## src/rtl/reset_seq_pkg.sv

```systemverilog
// reset_seq_pkg: shared state encoding and sizing helper for the reset sequencer
package reset_seq_pkg;
  typedef enum logic [1:0] {SYNC, HOLD, RELEASE, DONE} state_t;
  function automatic int max2(input int a, input int b);
    return (a > b) ? a : b;
  endfunction
endpackage

```

## src/rtl/reset_sync.sv

```systemverilog
// reset_sync: async-assert, sync-deassert flop chain for the board reset
module reset_sync #(
  parameter int STAGES = 2
) (
  input  logic clk,
  input  logic reset,
  output logic rst_sync
);
  logic [STAGES-1:0] chain;
  always_ff @(posedge clk or posedge reset)
    if (reset) chain <= '1;
    else chain <= {chain[STAGES-2:0], 1'b0};
  assign rst_sync = chain[STAGES-1];
endmodule

```

## src/rtl/reset_sequencer.sv

```systemverilog
// reset_sequencer: staggered synchronous release of block resets with software re-reset
module reset_sequencer
  import reset_seq_pkg::*;
#(
  parameter int SYNC_STAGES    = 2,
  parameter int NUM_RST        = 3,
  parameter int HOLD_CYCLES    = 16,
  parameter int STAGGER_CYCLES = 4
) (
  input  logic               clk,
  input  logic               reset,
  input  logic               sw_rst_req_i,
  output logic               sw_rst_ack_o,
  output logic [NUM_RST-1:0] rst_o,
  output logic               rst_done_o
);
  localparam int CW = $clog2(max2(HOLD_CYCLES, STAGGER_CYCLES) + 1);
  localparam int IW = $clog2(NUM_RST + 1);
  state_t        state;
  logic [CW-1:0] cnt;
  logic [IW-1:0] idx;
  logic          rst_sync;
  reset_sync #(.STAGES(SYNC_STAGES)) u_sync (
    .clk      (clk),
    .reset    (reset),
    .rst_sync (rst_sync)
  );
  // every output is a flop so block resets never glitch
  always_ff @(posedge clk or posedge reset)
    if (reset) begin
      state        <= SYNC;
      cnt          <= '0;
      idx          <= '0;
      rst_o        <= '1;
      rst_done_o   <= 1'b0;
      sw_rst_ack_o <= 1'b0;
    end else begin
      sw_rst_ack_o <= 1'b0;
      case (state)
        SYNC: if (!rst_sync) begin
          state <= HOLD;
          cnt   <= '0;
        end
        HOLD: if (cnt == CW'(HOLD_CYCLES - 1)) begin
          state    <= RELEASE;
          rst_o[0] <= 1'b0;
          idx      <= IW'(1);
          cnt      <= '0;
        end else cnt <= cnt + 1'b1;
        RELEASE: if (idx == IW'(NUM_RST)) begin
          state      <= DONE;
          rst_done_o <= 1'b1;
        end else if (cnt == CW'(STAGGER_CYCLES - 1)) begin
          rst_o <= rst_o & ~(NUM_RST'(1) << idx);
          idx   <= idx + 1'b1;
          cnt   <= '0;
        end else cnt <= cnt + 1'b1;
        DONE: if (sw_rst_req_i) begin
          state        <= HOLD;
          cnt          <= '0;
          rst_o        <= '1;
          rst_done_o   <= 1'b0;
          sw_rst_ack_o <= 1'b1;
        end
        default: state <= SYNC;
      endcase
    end
endmodule
```

## config.mk

```make
export PLATFORM = sky130hd
export DESIGN_NAME = reset_sequencer
export DESIGN_NICKNAME = d
export VERILOG_FILES = /design/src/rtl/reset_seq_pkg.sv /design/src/rtl/reset_sync.sv /design/src/rtl/reset_sequencer.sv
export SDC_FILE = /design/constraint.sdc
export NUM_CORES = 1
export LEC_CHECK = 0
export ABC_AREA = 1
export ABC_CLOCK_PERIOD_IN_PS = 1700
export CAP_MARGIN = 20
export CORE_ASPECT_RATIO = 0.8
export CORE_MARGIN = 2
export CORE_UTILIZATION = 56
export DETAILED_ROUTE_END_ITERATION = 10
export PLACE_DENSITY = 0.8
export SYNTH_ARGS = -nofsm -noshare
export SYNTH_HDL_FRONTEND = slang
export SYNTH_SLANG_ARGS = --single-unit
```

## constraint.sdc

```tcl
create_clock -name clk -period 1.7 [get_ports clk]
set_clock_uncertainty 0.05 [all_clocks]
set_input_delay 0.17 -clock clk [delete_from_list [all_inputs] [get_ports clk]]
set_output_delay 0.17 -clock clk [all_outputs]
set_load 0.1 [all_outputs]
```

==> metrics.md, run 1 <==
| Metric | Value |
|---|---|
| Worst path required time | 1.87 ns |
| Iter 0 DRT Violations | 17 |
| First-pass GRT wire length | 3.312 mm |
| WL met3 | 58 µm |
| Final net count | 154 |
| DR WL met2 | 878 µm |
| Synth top area share | 26.07% |
| Worst path bufs/invs | 2 |
| Crit path depth | 10 |
| Commonest non-fill, non-tap cell in the layout | nand2_1 |
| Min-delay worst type | in2async |
| Drt via density | 4.951 |
| Maximum root-to-sink buffer count | 2 |
| Largest net degree at the start of global routing | 17 |
| Number of global-route vias before repair | 753 |
| CTS H-tree lvls | 1 |
| Post-synth net total | 143 |
| Synthesized flop and latch total | 16 |
| Mapped Area | 0.001056 mm² |
| I/O Pins | 8 |
| DR pass1 iterations | 4 |
| # clock sinks | 16 |
| Avg WL per Cell | 11.45 µm |
| R2r setup slk | 0.11 ns |
| Mean area per synthesized cell | 8.250 µm² |
| Min setup slack post-route | 0.1073 ns |
| RD Place Congestion | 0.7799 |
| CP delay by family, top | flip-flops |
| Total Power | 2.298 mW |
| Sequential fraction of the synthesis area | 38.51% |
| Setup repair bufs after CTS | 0 |
| Reg2Reg Depth | 10 |
| Row cnt | 14 |
| CTS Hold Bufs | 0 |
| Critical path cell sequence | ha_2 -> nand3_2 -> inv_1 -> ha_2 -> inv_1 -> nand2_2 -> nand2_2 -> nor2_4 -> nor2_1 -> a21oi_1 |
| Mapped Cells | 128 |
| Commonest cells after routing, fill and taps aside | nand2_1, inv_1, dfrtp_1 |
| Power Density | 1851 mW/mm² |
| Crit path DAT | 1.76 ns |
| Maximum vdd drop | 1.353 mV |
| Core area | 0.001822 mm² |
| Layout cells sized above 1 | 24.64% |
| Static leakage | 0.6793 nW |
| Chip height | 42.84 µm |
| Die area | 0.002251 mm² |
| Final Hold Fails | 0 |
| Reg-to-reg critical path startpoint | cnt[0] |
| TritonCTS clock tree | built |
| DRT met1 WL | 904 µm |
| Final setup vio count | 0 |
| Max-slew violation count | 0 |
| CP Capture Type | flop |
| R2r endpoint | state[0] |
| Max-cap viol count | 0 |
| Minimum clock period | 1.593 ns |
| Initial antenna violation count | 0 |
| Post-synth top area cell | dfrtp_1 |
| Post-CTS Resized | 0 |
| Vias | 802 |
| Yosys warns | 0 |
| CTS clk-pin slew, worst paths | 0.09 ns |
| DR DRC count | 0 |
| CP peak stage delay | 0.42 ns |
| Pre-CTS setup slack | 0.08068 ns |
| Critical path class | reg2reg |
| Area delta synth->final | 17.54% |
| Max Used Layer | met4 |
| Number of antenna diodes | 0 |
| Relative slew slack | 60.13% |
| Die extent in x | 52.55 µm |
| Dpl hpwl | 1.436 mm |
| Least-Margin Pin Slew | 0.5974 ns |
| Final Util | 68.13% |
| Crit start category | flop |
| Total gr overflow | 0 |
| All-layer global routing usage | 19.84% |
| F_max | 0.6279 GHz |
| Clk Latency, worst-skew pair | 0.28 ns |
| Synth area leaders | dfrtp_1, ha_1, nand2_1 |
| Status | finished, final reports clean |
| I/O Buffers | 7 |
| WL final | 1.855 mm |
| CP max FO | 5 |
| Initial Util | 57.97% |
| Final period util | 93.69% |
| Root Buffer | clkbuf_4 |
| Slowest CP cell | dfrtp_1 |
| Num CTS Buffers | 3 |
| Final ANT Viol Nets | 0 |
| Cell variety after synth | 20 |
[through the flow]
step	cell area [µm²]	hold WS [ns]	TNS (ns)	std cells
finish	1241	0.1892	0	162
global route	1241	0.2549	-0.01286	162
CTS	1219	0.1994	0	162
detailed placement	1182	0.2969	0	158
global placement	1182	0.2970	0	158
floorplan	1056	0.03016	0	128
[flip-flops by register name (all words and copies together) (netlist names)]
| register | flops |
|---|---|
| cnt | 5 |
| u_sync.chain | 2 |
| state | 2 |
| rst_o | 3 |
| sw_rst_ack_o | 1 |
| rst_done_o | 1 |
| idx | 2 |
[cells by family after synthesis]
group | after synthesis | synth area share, %
compound gates | 8 | 3.792
xor+xnor | 1 | 0.8295
fa+ha+maj | 12 | 14.22
buf+inv | 23 | 8.886
flops | 16 | 38.51
other cells | 1 | 0.3551
simple gates | 67 | 33.41
[power by group]
group | total [mW] | switching, mW | internal, mW | leakage (nW)
logic | 1.41 | 0.927 | 0.484 | 0.462
clock network | 0.245 | 0.114 | 0.130 | 0.0210
registers | 0.642 | 0.122 | 0.520 | 0.196
[cells in the mapped netlist, drive strengths merged]
| library cell | count |
|---|---|
| buf | 1 |
| ha | 12 |
| o21ai | 6 |
| nand2 | 41 |
| inv | 22 |
| xor2 | 1 |
| dfstp | 5 |
| nor2 | 9 |
| dfrtp | 11 |
| nand3 | 11 |
| a21oi | 2 |
| conb | 1 |
| nand4 | 6 |
[layout make-up]
type,count,area [µm²]
clock buffers,4,36.28
fillers,146,580.6
inverters,22,82.58
multi-input cells,89,578.1
flip-flops and latches,16,406.6
well taps,24,30.03
repair buffers,7,107.6
[metal layers]
| layer | up-vias | track usage (%) |
|---|---|---|
| li1 | 417 | - |
| met1 | 370 | 27.44 |
| met2 | 13 | 30.25 |
| met3 | 2 | 6.690 |
| met4 | 0 | 4.103 |
| met5 | - | 0 |
[how the worst max path moves through the flow]
| stage | start | to |
|---|---|---|
| global placement | cnt[0] | idx[0] |
| global route | cnt[0] | state[0] |
| finish | cnt[0] | state[0] |
| floorplan | cnt[0] | idx[0] |
| CTS | state[0] | idx[1] |
| detailed placement | state[0] | idx[1] |
Note: power is estimated with default switching activity, not from simulation.
==> run 2: changes to the inputs <==
ABC_AREA = default   (was 1)
CORE_UTILIZATION = 55   (was 56)
PLACE_DENSITY = 0.79   (was 0.8)
SLEW_MARGIN = 20   (was default)
==> metrics.md, run 2 <==
| Metric | Value |
|---|---|
| Status | finished, violations left (was finished, final reports clean) |
| Power Density | 2136 mW/mm² (was 1851 mW/mm²) |
| Cell variety after synth | 29 (was 20) |
| I/O Buffers | 7 (unchanged) |
| CP peak stage delay | 0.52 ns (was 0.42 ns) |
| Failing checks | setup timing |
| Post-DP Area | 0.001214 mm² (was 0.001182 mm²) |
| # clock sinks | 16 (unchanged) |
| Critical path cell sequence | ha_4 -> or4b_4 -> a21oi_4 -> nand3b_1 -> mux2i_1 (was ha_2 -> nand3_2 -> inv_1 -> ha_2 -> inv_1 -> nand2_2 -> nand2_2 -> nor2_4 -> nor2_1 -> a21oi_1) |
| Relative slew slack | 59.98% (was 60.13%) |
| Maximum vdd drop | 1.857 mV (was 1.353 mV) |
| Least-Margin Pin Slew | 0.5996 ns (was 0.5974 ns) |
| Total Power | 2.758 mW (was 2.298 mW) |
| Dpl hpwl | 1.543 mm (was 1.436 mm) |
| Row cnt | 13 (was 14) |
| Placed insts | 131 (was 158) |
| CP max FO | 6 (was 5) |
| Biggest regs | cnt (5), rst_o (3) (unchanged) |
| Number of antenna diodes | 0 (unchanged) |
| Reg-to-reg critical path startpoint | cnt[1] (was cnt[0]) |
| Area delta synth->final | 32.99% (was 17.54%) |
| Synth area leaders | dfrtp_1, ha_1, dfstp_2 (was dfrtp_1, ha_1, nand2_1) |
| Reg2Reg Depth | 5 (was 10) |
| Post-Route Setup TNS | -0.7871 ns (was 0 ns) |
| Worst path required time | 1.82 ns (was 1.87 ns) |
| R2r endpoint | cnt[0] (was state[0]) |
| Leading register cell type out of synthesis | dfrtp_1 (unchanged) |
| R2r setup slk | -0.15 ns (was 0.11 ns) |
| Clk Latency, worst-skew pair | 0.29 ns (was 0.28 ns) |
| Minimum clock period | 1.846 ns (was 1.593 ns) |
| Max-cap viol count | 0 (unchanged) |
| Total gr overflow | 0 (unchanged) |
| Crit path DAT | 1.97 ns (was 1.76 ns) |
| Number of flops mapped to enable cells by yosys | 0 (unchanged) |
| Vias | 761 (was 802) |
| Final setup vio count | 9 (was 0) |
| Final net count | 131 (was 154) |
| F_max | 0.5417 GHz (was 0.6279 GHz) |
| Pre-CTS setup slack | -0.09283 ns (was 0.08068 ns) |
| TritonCTS clock tree | built (unchanged) |
| Post-synth net total | 105 (was 143) |
| Crit path from | cnt[1] (was cnt[0]) |
| RD Place Congestion | 0.8143 (was 0.7799) |
| Final instance area | 0.001291 mm² (was 0.001241 mm²) |
| Post-synth top area cell | dfrtp_1 (unchanged) |
| Critical path class | reg2reg (unchanged) |
| Drt via density | 5.555 (was 4.951) |
| I/O Pins | 8 (unchanged) |
| Largest net degree at the start of global routing | 17 (unchanged) |
| DR pass1 iterations | 4 (unchanged) |
| Initial Util | 59.10% (was 57.97%) |
| Mean area per synthesized cell | 10.79 µm² (was 8.250 µm²) |
| Core area | 0.001643 mm² (was 0.001822 mm²) |
| Initial antenna violation count | 0 (unchanged) |
| Worst path bufs/invs | 0 (was 2) |
| Post-route insts no fill | 137 (was 162) |
| Synth top area share | 28.35% (was 26.07%) |
| DR DRC count | 0 (unchanged) |
| Die area | 0.002120 mm² (was 0.002251 mm²) |
| Reg with most FFs | cnt (unchanged) |
| Commonest non-fill, non-tap cell in the layout | buf_4 (was nand2_1) |
| Ys async rst share | 100.0% (unchanged) |
| Synthesized flop and latch total | 16 (unchanged) |
| Root Buffer | clkbuf_4 (unchanged) |
| Hold slack | 0.1887 ns (was 0.1892 ns) |
| Die extent in x | 50.98 µm (was 52.55 µm) |
| All-layer global routing usage | 21.80% (was 19.84%) |
| Final Hold Fails | 0 (unchanged) |
| Mapped Area | 970.9 µm² (was 0.001056 mm²) |
| Fillers | 106 (was 146) |
| Maximum root-to-sink buffer count | 2 (unchanged) |
| Commonest cells after routing, fill and taps aside | buf_4, inv_1, dfrtp_1 (was nand2_1, inv_1, dfrtp_1) |
| Max-slew violation count | 0 (unchanged) |
| Max FFs per register | 5 (unchanged) |
| Final period util | 108.6% (was 93.69%) |
| CTS Hold Bufs | 0 (unchanged) |
| Min setup slack post-route | -0.1462 ns (was 0.1073 ns) |
| Iter 0 DRT Violations | 10 (was 17) |
| Synth top cells by count | ha_1, inv_1, dfrtp_1, dfstp_2, nand2b_1 (was nand2_1, inv_1, ha_1, dfrtp_1, nand3_1) |
| Number of global-route vias before repair | 731 (was 753) |
| Crit start category | flop (unchanged) |
| CP delay by family, top | simple AND/OR/NAND/NOR gates (was flip-flops) |
| Yosys warns | 0 (unchanged) |
| Min-delay worst type | in2async (unchanged) |
| Final Util | 78.60% (was 68.13%) |
| Chip height | 41.58 µm (was 42.84 µm) |
| Mapped Cells | 90 (was 128) |
| RSZ-0062 raised after global routing | true |
| Sequential fraction of the synthesis area | 41.88% (was 38.51%) |
| WL final | 2.168 mm (was 1.855 mm) |
| Final ANT Viol Nets | 0 (unchanged) |
| Static leakage | 0.5992 nW (was 0.6793 nW) |
| Layout cells sized above 1 | 32.17% (was 24.64%) |
| CP Capture Type | flop (unchanged) |
| Num CTS Buffers | 3 (unchanged) |
| Slowest CP cell | or4b_4 (was dfrtp_1) |
| CTS H-tree lvls | 1 (unchanged) |
| Avg WL per Cell | 15.82 µm (was 11.45 µm) |
| First-pass GRT wire length | 3.387 mm (was 3.312 mm) |
| CTS clk-pin slew, worst paths | 0.09 ns (about the same) |
-- run 2: changes by cell type in the layout (fill, tap and decap cells not counted), sizes merged, moves of 5 or more --
| cell | change |
|---|---|
| buf | +15 |
| nand2 | -38 |
| nor2 | -6 |
| inv | -10 |
| nand3 | -8 |
| nand4 | -6 |
| nand2b | +5 |
-- run 2: worst register-to-register path, stage by stage, from the launching register on --
cell	delay [ns]
dfrtp_1	0.42
ha_4	0.16
or4b_4	0.52
a21oi_4	0.24
nand3b_1	0.21
mux2i_1	0.12
-- run 2: what timing repair did --
item	CTS	global route
pin swaps	2	3
setup endpoints to repair	9	12
gates cloned	0	0
resized for setup	1	4
setup buffers	1	1
-- run 2: power by group --
| part | internal, mW | switching, mW | total (mW) |
|---|---|---|---|
| registers | 0.526 | 0.111 | 0.637 |
| clock network | 0.131 | 0.123 | 0.254 |
| logic | 0.798 | 1.07 | 1.87 |
-- run 2: cells by family after synthesis --
family | count (synthesis) | share of synthesized area, %
AND/OR/NAND/NOR | 23 | 14.05
AO/OA/AOI/OAI | 21 | 19.07
adder cells (fa/ha/maj) | 12 | 15.46
other | 1 | 0.3862
buffers and inverters | 13 | 5.025
multiplexers | 4 | 4.124
flip-flops | 16 | 41.88
-- run 2: how the worst max path moves through the flow --
stage | slack (ns) | to | cells past startpoint
6_report | -0.15 | cnt[0] | 5
5_1_grt | -0.21 | cnt[0] | 5
4_1_cts | -0.09 | cnt[0] | 9
3_5_place_dp | -0.09 | cnt[0] | 5
3_3_place_gp | -0.02 | cnt[0] | 5
2_1_floorplan | -0.001 | idx[1] | 5
-- run 2: cell type report --
cell class / count / area, µm² / share of cell area (%)
timing repair buffer: 22 / 224.0 / 17.34
clock buffer: 4 / 36.28 / 2.810
inverter: 12 / 45.04 / 3.488
tap: 22 / 27.53 / 2.132
sequential: 16 / 406.6 / 31.49
multi-input combinational: 61 / 551.8 / 42.73
-- run 2: metal layers --
| layer | track usage, % | wire, µm | up-vias |
|---|---|---|---|
| met3 | 6.835 | 111 | 9 |
| met2 | 35.06 | 980 | 29 |
| met5 | 0 | 0 | - |
| met1 | 27.34 | 1012 | 351 |
| met4 | 8.108 | 63 | 0 |
| li1 | - | - | 372 |
==> run 3: changes to the inputs <==
CORE_UTILIZATION = 45   (was 55)
PLACE_DENSITY = 0.67   (was 0.79)
==> metrics.md, run 3 (synthesis results as in run 2) <==
| Metric | Value |
|---|---|
| Status | finished, violations left (unchanged) |
| Failing checks | setup timing (unchanged) |
| Relative slew slack | 58.02% (was 59.98%) |
| All-layer global routing usage | 17.65% (was 21.80%) |
| Post-DP Area | 0.001210 mm² (was 0.001214 mm²) |
| Num CTS Buffers | 3 (unchanged) |
| DRT met1 WL | 932 µm (was 1.012 mm) |
| I/O Buffers | 7 (unchanged) |
| Largest net degree at the start of global routing | 17 (unchanged) |
| Initial antenna violation count | 0 (unchanged) |
| CTS Hold Bufs | 0 (unchanged) |
| WL final | 2.006 mm (was 2.168 mm) |
| Final setup vio count | 8 (was 9) |
| Number of antenna diodes | 0 (unchanged) |
| Layout cells sized above 1 | 40.52% (was 32.17%) |
| Crit start category | flop (unchanged) |
| Reg-to-reg critical path startpoint | cnt[0] (was cnt[1]) |
| CTS clk-pin slew, worst paths | 0.10 ns (was 0.09 ns) |
| Min setup slack post-route | -0.1292 ns (was -0.1462 ns) |
| Dpl hpwl | 1.433 mm (was 1.543 mm) |
| Worst path required time | 1.85 ns (was 1.82 ns) |
| R2r endpoint | rst_o[2] (was cnt[0]) |
| Max-cap viol count | 0 (unchanged) |
| Least-Margin Pin Slew | 0.6289 ns (was 0.5996 ns) |
| Max FFs per register | 5 (unchanged) |
| Commonest non-fill, non-tap cell in the layout | buf_4 (unchanged) |
| Final net count | 132 (was 131) |
| Final instance area | 0.001336 mm² (was 0.001291 mm²) |
| RSZ-0062 raised after global routing | true (unchanged) |
| Final period util | 107.6% (was 108.6%) |
| R2r setup slk | -0.13 ns (was -0.15 ns) |
| DR WL met2 | 950 µm (was 980 µm) |
| Commonest cells after routing, fill and taps aside | buf_4, inv_1, dfrtp_1 (unchanged) |
| Drt via density | 5.355 (was 5.555) |
| Avg WL per Cell | 14.23 µm (was 15.82 µm) |
| CP Capture Type | flop (unchanged) |
| Final Util | 63.57% (was 78.60%) |
| Core area | 0.002102 mm² (was 0.001643 mm²) |
| Min-delay worst type | in2async (unchanged) |
| Chip height | 45.55 µm (was 41.58 µm) |
| Number of global-route vias before repair | 777 (was 731) |
| Vias | 755 (was 761) |
| Final ANT Viol Nets | 0 (unchanged) |
| DR pass1 iterations | 4 (unchanged) |
| CTS H-tree lvls | 1 (unchanged) |
| Die extent in x | 55.93 µm (was 50.98 µm) |
| Minimum clock period | 1.829 ns (was 1.846 ns) |
| Total gr overflow | 0 (unchanged) |
| Root Buffer | clkbuf_4 (unchanged) |
| I/O Pins | 8 (unchanged) |
| Critical path class | reg2reg (unchanged) |
| Biggest regs | cnt (5), rst_o (3) (unchanged) |
| TritonCTS clock tree | built (unchanged) |
| Final Hold Fails | 0 (unchanged) |
| Crit path DAT | 1.98 ns (was 1.97 ns) |
| DR DRC count | 0 (unchanged) |
| WL met3 | 91 µm (was 111 µm) |
| F_max | 0.5467 GHz (was 0.5417 GHz) |
| Initial Util | 46.19% (was 59.10%) |
| Reg2Reg Depth | 5 (unchanged) |
| Max-slew violation count | 0 (unchanged) |
| Area delta synth->final | 37.63% (was 32.99%) |
| Row cnt | 15 (was 13) |
| Max Used Layer | met4 (unchanged) |
| Die area | 0.002547 mm² (was 0.002120 mm²) |
| # clock sinks | 16 (unchanged) |
| First-pass GRT wire length | 3.477 mm (was 3.387 mm) |
| Reg with most FFs | cnt (unchanged) |
| CP max FO | 4 (was 6) |
| Iter 0 DRT Violations | 16 (was 10) |
| RD Place Congestion | 0.7209 (was 0.8143) |
| Clk Latency, worst-skew pair | 0.29 ns (about the same) |
| Maximum root-to-sink buffer count | 2 (unchanged) |
==> run 3: changes by cell type in the layout (fill, tap and decap cells not counted), sizes merged <==
cell  delta
buf      +1
==> run 3: worst max-delay path by stage <==
stage / startpoint / endpoint / slack [ns]
2_1_floorplan: cnt[0] / idx[1] / -0.001
6_report: cnt[0] / rst_o[2] / -0.13
3_3_place_gp: cnt[0] / rst_o[2] / -0.03
4_1_cts: cnt[1] / rst_o[2] / -0.11
5_1_grt: cnt[1] / rst_o[2] / -0.18
3_5_place_dp: cnt[0] / rst_o[2] / -0.09
==> run 3: through the flow <==
step	setup TNS [ns]	worst slack [ns]	cells	hold WS (ns)
floorplan	-0.001085	-0.001085	90	0.03016
global placement	-0.1338	-0.03421	133	0.3013
detailed placement	-0.5854	-0.09300	133	0.3017
CTS	-0.5040	-0.1056	139	0.2111
global route	-1.406	-0.1796	141	0.2567
finish	-0.6489	-0.1292	141	0.1960
==> run 3: cell type report <==
| type | count | area (µm²) |
|---|---|---|
| flip-flops and latches | 16 | 406.6 |
| inverters | 12 | 45.04 |
| clock buffers | 4 | 36.28 |
| multi-input cells | 61 | 589.3 |
| well taps | 25 | 31.28 |
| repair buffers | 23 | 227.7 |
| fillers | 166 | 765.7 |
==> run 3: routing by layer <==
metal,track usage (%),vias up
li1,-,372
met2,27.38,20
met5,0,-
met3,6.534,4
met1,23.81,359
met4,4.286,0
==> run 3: worst max-delay path, cell delays in order, from the launching register on <==
cell      delay [ns]
dfrtp_1         0.40
ha_4            0.16
or4b_4          0.52
a22oi_4         0.26
a21oi_2         0.08
a311oi_2        0.25
==> run 3: timing repair <==
action	CTS	global route
hold endpoints to repair	0	0
pin swaps	2	11
resized for setup	3	10
setup buffers	2	2
endpoints found under the setup margin	11	12
Power of run 3 is left out: the tool's default activity adds up to more than one toggle a clock period on the data nets, which glitch-free logic cannot reach.
